$ cat config.mk
export PLATFORM = sky130hd
export DESIGN_NAME = read_bytes
export DESIGN_NICKNAME = d
export VERILOG_FILES = /design/src/rtl/read_bytes.sv
export SDC_FILE = /design/constraint.sdc
export NUM_CORES = 1
export LEC_CHECK = 0
export CORE_ASPECT_RATIO = 0.8
export CORE_MARGIN = 3
export CORE_UTILIZATION = 52
export DETAILED_ROUTE_END_ITERATION = 6
export GPL_TIMING_DRIVEN = 0
export PLACE_DENSITY = 0.8
export SETUP_SLACK_MARGIN = 0.15
export SYNTH_ARGS = -nofsm -noshare
export SYNTH_HDL_FRONTEND = slang
export SYNTH_SLANG_ARGS = --single-unit
$ cat constraint.sdc
create_clock -name clk -period 3.1 [get_ports clk]
set_input_delay 0.775 -clock clk [delete_from_list [all_inputs] [get_ports clk]]
set_output_delay 0.775 -clock clk [all_outputs]
set_load 0.05 [all_outputs]
$ cat src/rtl/read_bytes.sv
// -----------------------------------------------------------------------------
// read_bytes
//   Reads 1..4 consecutive bytes from a byte-wide RAM/flash buffer and packs
//   them into a 32-bit word. This is the read-side partner of the byte writer.
//   It uses the same buffer addressing, the same rd_clock strobe style and the
//   same start/done handshake. The upgrade controller uses it to fetch header
//   and CRC words.
//
//   Parameters
//     NUMBER      buffer depth in bytes (address width AW = clog2(NUMBER))
//     RD_LATENCY  clk cycles (>=1) from rd_clock fall to valid rd_data
//
//   Ports
//     clk, reset  clock; asynchronous active-high reset
//     start       1-cycle request; samples addr and len
//     addr        address of first byte
//     len         byte count: 2'b00 = 4, otherwise 1..3
//     word        assembled word, updated only when done rises
//     done        completion flag, held until next start
//     busy        high while a read sequence is in progress
//     rd_addr     buffer read address (wraps as a plain AW-bit counter)
//     rd_clock    one 1-cycle strobe per byte; the RAM latches rd_addr on rise
//     rd_en       read enable, high for the whole sequence
//     rd_data     buffer read data
//
//   Build option
//     READ_BYTES_BSWAP_EN  when defined, the first byte lands in word[31:24]
//                          (big-endian). When undefined, the first byte lands
//                          in word[7:0]. Timing is the same either way.
// -----------------------------------------------------------------------------
module read_bytes #(
  parameter int NUMBER     = 256,
  parameter int RD_LATENCY = 1,
  localparam int AW        = (NUMBER > 1) ? $clog2(NUMBER) : 1
) (
  input  logic          clk,
  input  logic          reset,
  input  logic          start,
  input  logic [AW-1:0] addr,
  input  logic [1:0]    len,
  output logic [31:0]   word,
  output logic          done,
  output logic          busy,
  output logic [AW-1:0] rd_addr,
  output logic          rd_clock,
  output logic          rd_en,
  input  logic [7:0]    rd_data
);

  localparam int LW = $clog2(RD_LATENCY + 1);

  typedef enum logic [1:0] {
    IDLE,
    ADDR,
    STRB,
    WAIT
  } state_t;

  state_t        state, state_n;
  logic [1:0]    idx, idx_n;     // index of the byte currently being read
  logic [1:0]    last, last_n;   // index of the final byte (byte count - 1)
  logic [LW-1:0] lat, lat_n;     // read latency countdown
  logic [31:0]   lanes, lanes_n; // bytes collected so far

  logic [31:0]   word_n;
  logic          done_n, busy_n, rd_clock_n, rd_en_n;
  logic [AW-1:0] rd_addr_n;

  logic [1:0]    lane_sel;
  logic [31:0]   lane_data;
  logic [31:0]   sampled;

  // Pick the word lane for byte idx. The big-endian lane is 3-idx, which is
  // the same as ~idx on two bits.
`ifdef READ_BYTES_BSWAP_EN
  assign lane_sel = ~idx;
`else
  assign lane_sel = idx;
`endif

  assign lane_data = 32'(rd_data) << {lane_sel, 3'b000};
  assign sampled   = lanes | lane_data;

  // Next-state and output logic. A start always wins, even over the
  // final-byte sample in the same cycle. A sequence that was running is then
  // dropped, and word is left unchanged.
  always_comb begin
    state_n    = state;
    idx_n      = idx;
    last_n     = last;
    lat_n      = lat;
    lanes_n    = lanes;
    word_n     = word;
    done_n     = done;
    busy_n     = busy;
    rd_addr_n  = rd_addr;
    rd_clock_n = rd_clock;
    rd_en_n    = rd_en;

    if (start) begin
      rd_addr_n  = addr;
      rd_en_n    = 1'b1;
      busy_n     = 1'b1;
      done_n     = 1'b0;
      rd_clock_n = 1'b0;
      // len-1 on two bits maps 2'b00 to 3, which is a 4-byte read.
      last_n     = len - 2'd1;
      idx_n      = '0;
      lanes_n    = '0;
      lat_n      = '0;
      state_n    = ADDR;
    end else begin
      unique case (state)
        IDLE: ;
        ADDR: begin
          rd_clock_n = 1'b1;
          state_n    = STRB;
        end
        STRB: begin
          rd_clock_n = 1'b0;
          lat_n      = LW'(RD_LATENCY);
          state_n    = WAIT;
        end
        WAIT: begin
          lat_n = lat - LW'(1);
          if (lat == LW'(1)) begin
            // The counter reaches zero on this edge, so rd_data is valid now.
            if (idx == last) begin
              word_n  = sampled;
              lanes_n = '0;
              done_n  = 1'b1;
              busy_n  = 1'b0;
              rd_en_n = 1'b0;
              state_n = IDLE;
            end else begin
              lanes_n   = sampled;
              idx_n     = idx + 2'd1;
              rd_addr_n = rd_addr + AW'(1);
              state_n   = ADDR;
            end
          end
        end
        default: state_n = IDLE;
      endcase
    end
  end

  always_ff @(posedge clk or posedge reset) begin
    if (reset) begin
      state    <= IDLE;
      idx      <= '0;
      last     <= '0;
      lat      <= '0;
      lanes    <= '0;
      word     <= '0;
      done     <= 1'b0;
      busy     <= 1'b0;
      rd_addr  <= '0;
      rd_clock <= 1'b0;
      rd_en    <= 1'b0;
    end else begin
      state    <= state_n;
      idx      <= idx_n;
      last     <= last_n;
      lat      <= lat_n;
      lanes    <= lanes_n;
      word     <= word_n;
      done     <= done_n;
      busy     <= busy_n;
      rd_addr  <= rd_addr_n;
      rd_clock <= rd_clock_n;
      rd_en    <= rd_en_n;
    end
  end

endmodule

==> flow_summary.ini, run 1 <==
[run_status]
status = finished, final reports clean

[place]
routabilityCongestion = 0.7968
hpwl_um = 5560
placed_cells = 490
dpl_worst_slack_ps = 718.7
io_buffers = 56

[final_layout]
stdcell_count = 506
nets = 439
antenna_cells = 0
layout.core_utilization = 0.6863
syn_to_final_growth_pct = 26.31
drive_gt1_frac = 0.1066

[worst_setup_path]
endpoint_kind = output pin
crit_type = flip-flop to output pin
critical_path.startpoint = rd_addr[1]
worst-path-stages = 1
slowest_stage = clkdlybuf4s50_1
path_cells = clkdlybuf4s50_1
r2r_slack_ps = 1180
rr_endpoint = lanes[27]
arrival_ps = 1660
critPathRequiredTime_ps = 2320
reg2reg_from = idx[1]
cp_max_fo = 5
crit_family = buffers and inverters
path_buf_inv = 1
slowest_delay_ps = 860
start_kind = flip-flop
rr_worst_depth = 6

[sta]
max_freq_ghz = 0.4105
finalCriticalPeriod_ps = 2436
rsz0062_at_grt = false
hold_viol_final = 0
fin_skew_ps = 7.303
finalCritPeriodShare = 0.7858
setup_violations = 0
slew_violations = 0
tns_ps = 0
worstMarginPinSlew_ps = 812.4
hold_ws_ps = 490.3
slew_headroom = 0.4543
worst_slack_ps = 664.0

[grt]
grt_max_degree = 67
gr-usage-all-layers = 0.2226
gr-total-overflow = 0
grt_pass1_wl_um = 13540
antenna_found_initial = 0
grt_pass1_vias = 2710

[drt]
wire_per_inst_um = 15.68
finalWirelength_um = 7936
drc = 0
antenna_left = 0
dr_total_vias = 2732
vias_per_cell = 5.399
first_pass_iters = 4
drt_iter0_drc = 188

[clock_network]
ctsLongestPathBuffers = 2
cts-resized-gates = 0
ctsHtreeMaxLevel = 3
cts_hold_buffers = 0
cts_inserted_buffers = 9
cts_sinks = 82
clkTransAtPathRegs_ps = 90
cts_tree = yes
cts-root-buf = clkbuf_8
post_cts_buffers = 0
clkLatencyLatePin_ps = 360

[yosys]
yosysWarnings = 0
synth-seq-cells = 82
synthesis.nets = 371
ys_seq_area_frac = 0.5863
synth_top_area_frac = 0.5863
synth.most_common_cell = dfrtp_1
synth_edf_count = 0
synthTopCellsByCount = dfrtp_1, a21oi_1, nand2_1
synth.area.top_cells = dfrtp_1, a21oi_1, nand2_1
avgSynthCellArea_sq_um = 10.03
synth.distinct_cells = 31
synthCells = 349
synth_area_leader_cell = dfrtp_1
ys_async_sr_fraction = 1.000
synth_ff_type = dfrtp_1
synthesis.area_sq_um = 3500

[power]
ir_drop_mv = 0.3994
powerDensity_nw_per_um2 = 559.0
p_leak_nw = 1.891

[min_path]
min_to = word[16]
min_from = word[16]
hold_depth = 2
hold_path.class = flip-flop to flip-flop

[flow_run]
drv_cap = 0

[die]
io_pins = 65
core_region_area_sq_um = 6441
die_y_um = 79.38
die-area_sq_um = 7757
fp-row-count = 26
initial_core_util = 0.5433
fp.dieW_um = 97.72
how the worst max path moves through the flow:
stage / to / slack (ps)
final: rd_addr[1] / 660
after global routing: rd_addr[1] / 600
after CTS: rd_addr[1] / 650
after detailed placement: lanes[18] / 720
after global placement: word[2] / -1010
after floorplan: done / 220
metrics by stage:
step | power, mW | area, sq um
3_3_place_gp | 1.610 | 4165
3_5_place_dp | 1.626 | 4195
2_1_floorplan | 1.474 | 3500
4_1_cts | 2.495 | 4420
6_report | 2.471 | 4420
5_1_grt | 2.575 | 4420
per-layer routing:
metal  global-route usage  wire, um
met5                    0         0
met3              0.06201       470
met1               0.3142      3620
met2               0.3475      3779
met4              0.04979        66
logic make-up (layout without fill, tap and decap cells):
logic type                 count (synthesis)  count (layout)  share of synthesized area
AOI/OAI and AO/OA                        116             116                     0.1841
and+or+nand+nor                           99              99                     0.1269
DFF                                       82              82                     0.5863
buffers and inverters                     34             107                    0.04362
xor gates and xnor gates                  12              12                    0.04076
muxes                                      5               5                    0.01466
adders and majority gates                  1               1                   0.003575
layout make-up:
class                      count  area (sq um)
tap                           84         105.1
fill                         509          2021
sequential                    82          2052
multi-input combinational    233          1295
clock buffer                   9         123.9
buffer                        28         130.1
inverter                       6         25.02
clock inverter                 7         101.3
timing repair buffer          57         588.1
where the power goes:
part	total, mW	switching, mW	internal (mW)	leakage (nW)
sequential	1.16	0.0442	1.12	1.11
combinational	0.438	0.291	0.147	0.672
clock	0.868	0.407	0.462	0.112
flip-flops by register name, indices dropped and copies added, names as in the netlist, 2 cells and up:
| register | flops |
|---|---|
| idx | 2 |
| lanes | 32 |
| last | 2 |
| rd_addr | 8 |
| state | 2 |
| word | 32 |
cell usage in the layout, fill, tap and decap left out, drive strengths merged:
cell type / count
dfrtp: 82
nor2: 39
mux2: 1
clkdlybuf4s50: 56
buf: 20
mux2i: 4
o21ai: 40
nand4: 1
and2: 4
xnor2: 11
nand4b: 1
xor2: 1
clkinv: 2
and3: 1
ha: 1
nor4: 1
a211oi: 4
nand2: 41
inv: 8
nor2b: 1
a21oi: 68
nand3: 5
a21o: 2
clkinvlp: 1
nor3: 4
nand2b: 1
clkbuf: 18
a2111oi: 2
bufinv: 2
Power figures use the tool's default switching activity.
==> run 2, diff against run 1 <==
==> constraint.sdc (replaced) <==
create_clock -name clk -period 2.4 [get_ports clk]
set_input_delay 0.6 -clock clk [delete_from_list [all_inputs] [get_ports clk]]
set_output_delay 0.6 -clock clk [all_outputs]
set_load 0.05 [all_outputs]
==> run 2 against run 1 <==
Against the previous run: global-route usage decreased by 0.83 points; sequential share of layout area increased by 0.71 points; worst setup slack got worse by 440 ps; clock skew decreased by 3.6 ps; first-iteration DRC count increased by 4.3%; cell count decreased by 0.40%; clock-buffer cell count increased by 2.
==> flow_summary.ini, run 2 (synthesis results as in run 1) <==
[drt]
wl_met3_um = 393
dr_total_vias = 2720
finalWirelength_um = 7773
antenna_left = 0
top_layer = met4
wl_met1_um = 3604
vias_per_cell = 5.397
drt_iter0_drc = 196
first_pass_iters = 5
route.met2.wl_um = 3698
wire_per_inst_um = 15.42
drc = 0

[sta]
fin_skew_ps = 3.717
worst_slack_ps = 224.7
hold_viol_final = 0
slew_headroom = 0.4034
finalCriticalPeriod_ps = 2175
tns_ps = 0
slew_violations = 0
setup_violations = 0
worstMarginPinSlew_ps = 893.0
rsz0062_at_grt = false
max_freq_ghz = 0.4597
finalCritPeriodShare = 0.9064

[die]
initial_core_util = 0.5433
die_y_um = 79.38
fp-row-count = 26
io_pins = 65
die-area_sq_um = 7757
core_region_area_sq_um = 6441
fp.dieW_um = 97.72

[grt]
grt_max_degree = 43
antenna_found_initial = 0
gr-usage-all-layers = 0.2143
grt_pass1_wl_um = 13050
grt_pass1_vias = 2643
gr-total-overflow = 0

[clock_network]
cts_sinks = 82
ctsLongestPathBuffers = 2
clkTransAtPathRegs_ps = 70
cts_tree = yes
clkLatencyLatePin_ps = 350
ctsHtreeMaxLevel = 3
cts_hold_buffers = 0
cts-root-buf = clkbuf_8
cts_inserted_buffers = 9
post_cts_buffers = 0

[final_layout]
nets = 439
fin_area_sq_um = 4354
nFillCells = 503
syn_to_final_growth_pct = 24.42
layout_common_cells = dfrtp_1, a21oi_1, clkdlybuf4s50_1, nand2_1, nor2_1
mostFrequentLayoutCell = dfrtp_1
drive_gt1_frac = 0.1000
antenna_cells = 0
reg_top3 = lanes: 32 flops, word: 32 flops, rd_addr: 8 flops

[worst_setup_path]
crit_family = buffers and inverters
cp_max_fo = 4
rr_worst_depth = 6
crit_type = flip-flop to output pin
start_kind = flip-flop
slowest_stage = clkdlybuf4s50_1
path_cells = clkdlybuf4s50_1
r2r_slack_ps = 550
reg2reg_from = idx[1]
rr_endpoint = word[5]
critPathRequiredTime_ps = 1800
path_buf_inv = 1
arrival_ps = 1580
slowest_delay_ps = 830
endpoint_kind = output pin

[min_path]
hold_depth = 2
min_to = word[12]
hold_path.class = flip-flop to flip-flop
min_from = word[12]

[place]
hpwl_um = 5560
routabilityCongestion = 0.8214
dpl_worst_slack_ps = 200.6
place_area_sq_um = 4189
io_buffers = 56

[run_status]
status = finished, final reports clean

[power]
ir_drop_mv = 0.3776
powerDensity_nw_per_um2 = 669.1
p_leak_nw = 1.884

[flow_run]
drv_cap = 0
==> run 2: routing by layer <==
layer	track usage	up-vias
li1	-	1312
met1	0.3047	1317
met2	0.3345	81
met3	0.05677	10
met4	0.04841	0
met5	0	-
==> run 2: area by class of cell <==
type | instances | area (sq um) | share of cell area
well taps | 84 | 105.1 | 0.02414
inverters | 6 | 26.28 | 0.006034
flip-flops and latches | 82 | 2052 | 0.4713
clock buffers | 11 | 141.4 | 0.03247
multi-input cells | 233 | 1295 | 0.2974
plain buffers | 28 | 130.1 | 0.02989
repair buffers | 57 | 586.8 | 0.1348
clock inverters | 3 | 17.52 | 0.004023
==> run 2: worst max path at each step <==
| stage | start | to | slack, ps | cells after the start |
|---|---|---|---|---|
| floorplan | rd_addr[0] | rd_addr[6] | 690 | 5 |
| global placement | reset | word[2] | -10 | 2 |
| detailed placement | start | last[0] | 200 | 4 |
| CTS | rd_addr[0] | rd_addr[0] | 160 | 1 |
| global route | rd_addr[4] | rd_addr[4] | 160 | 1 |
| finish | rd_addr[4] | rd_addr[4] | 220 | 1 |
==> run 2: stage by stage <==
step           utilization  std cells  power (mW)  hold WS [ps]
6_report            0.6760        504       2.913         488.6
5_1_grt             0.6760        504       3.050         517.0
4_1_cts             0.6748        504       2.941         493.9
3_5_place_dp        0.6504        490       2.098         473.7
3_3_place_gp        0.6472        489       2.079         465.1
2_1_floorplan            -        349       1.904         463.3
==> run 2: power breakdown <==
group          total, mW  internal, mW  leakage (nW)  switching (mW)
Combinational      0.565         0.188         0.695           0.378
Sequential          1.51          1.45          1.11          0.0575
Clock              0.842         0.389        0.0810           0.453
==> run 2: timing repair <==
action | CTS | global route
setup endpoints to repair | 1 | 3
hold endpoints to repair | 0 | 0
resized for setup | 1 | 3
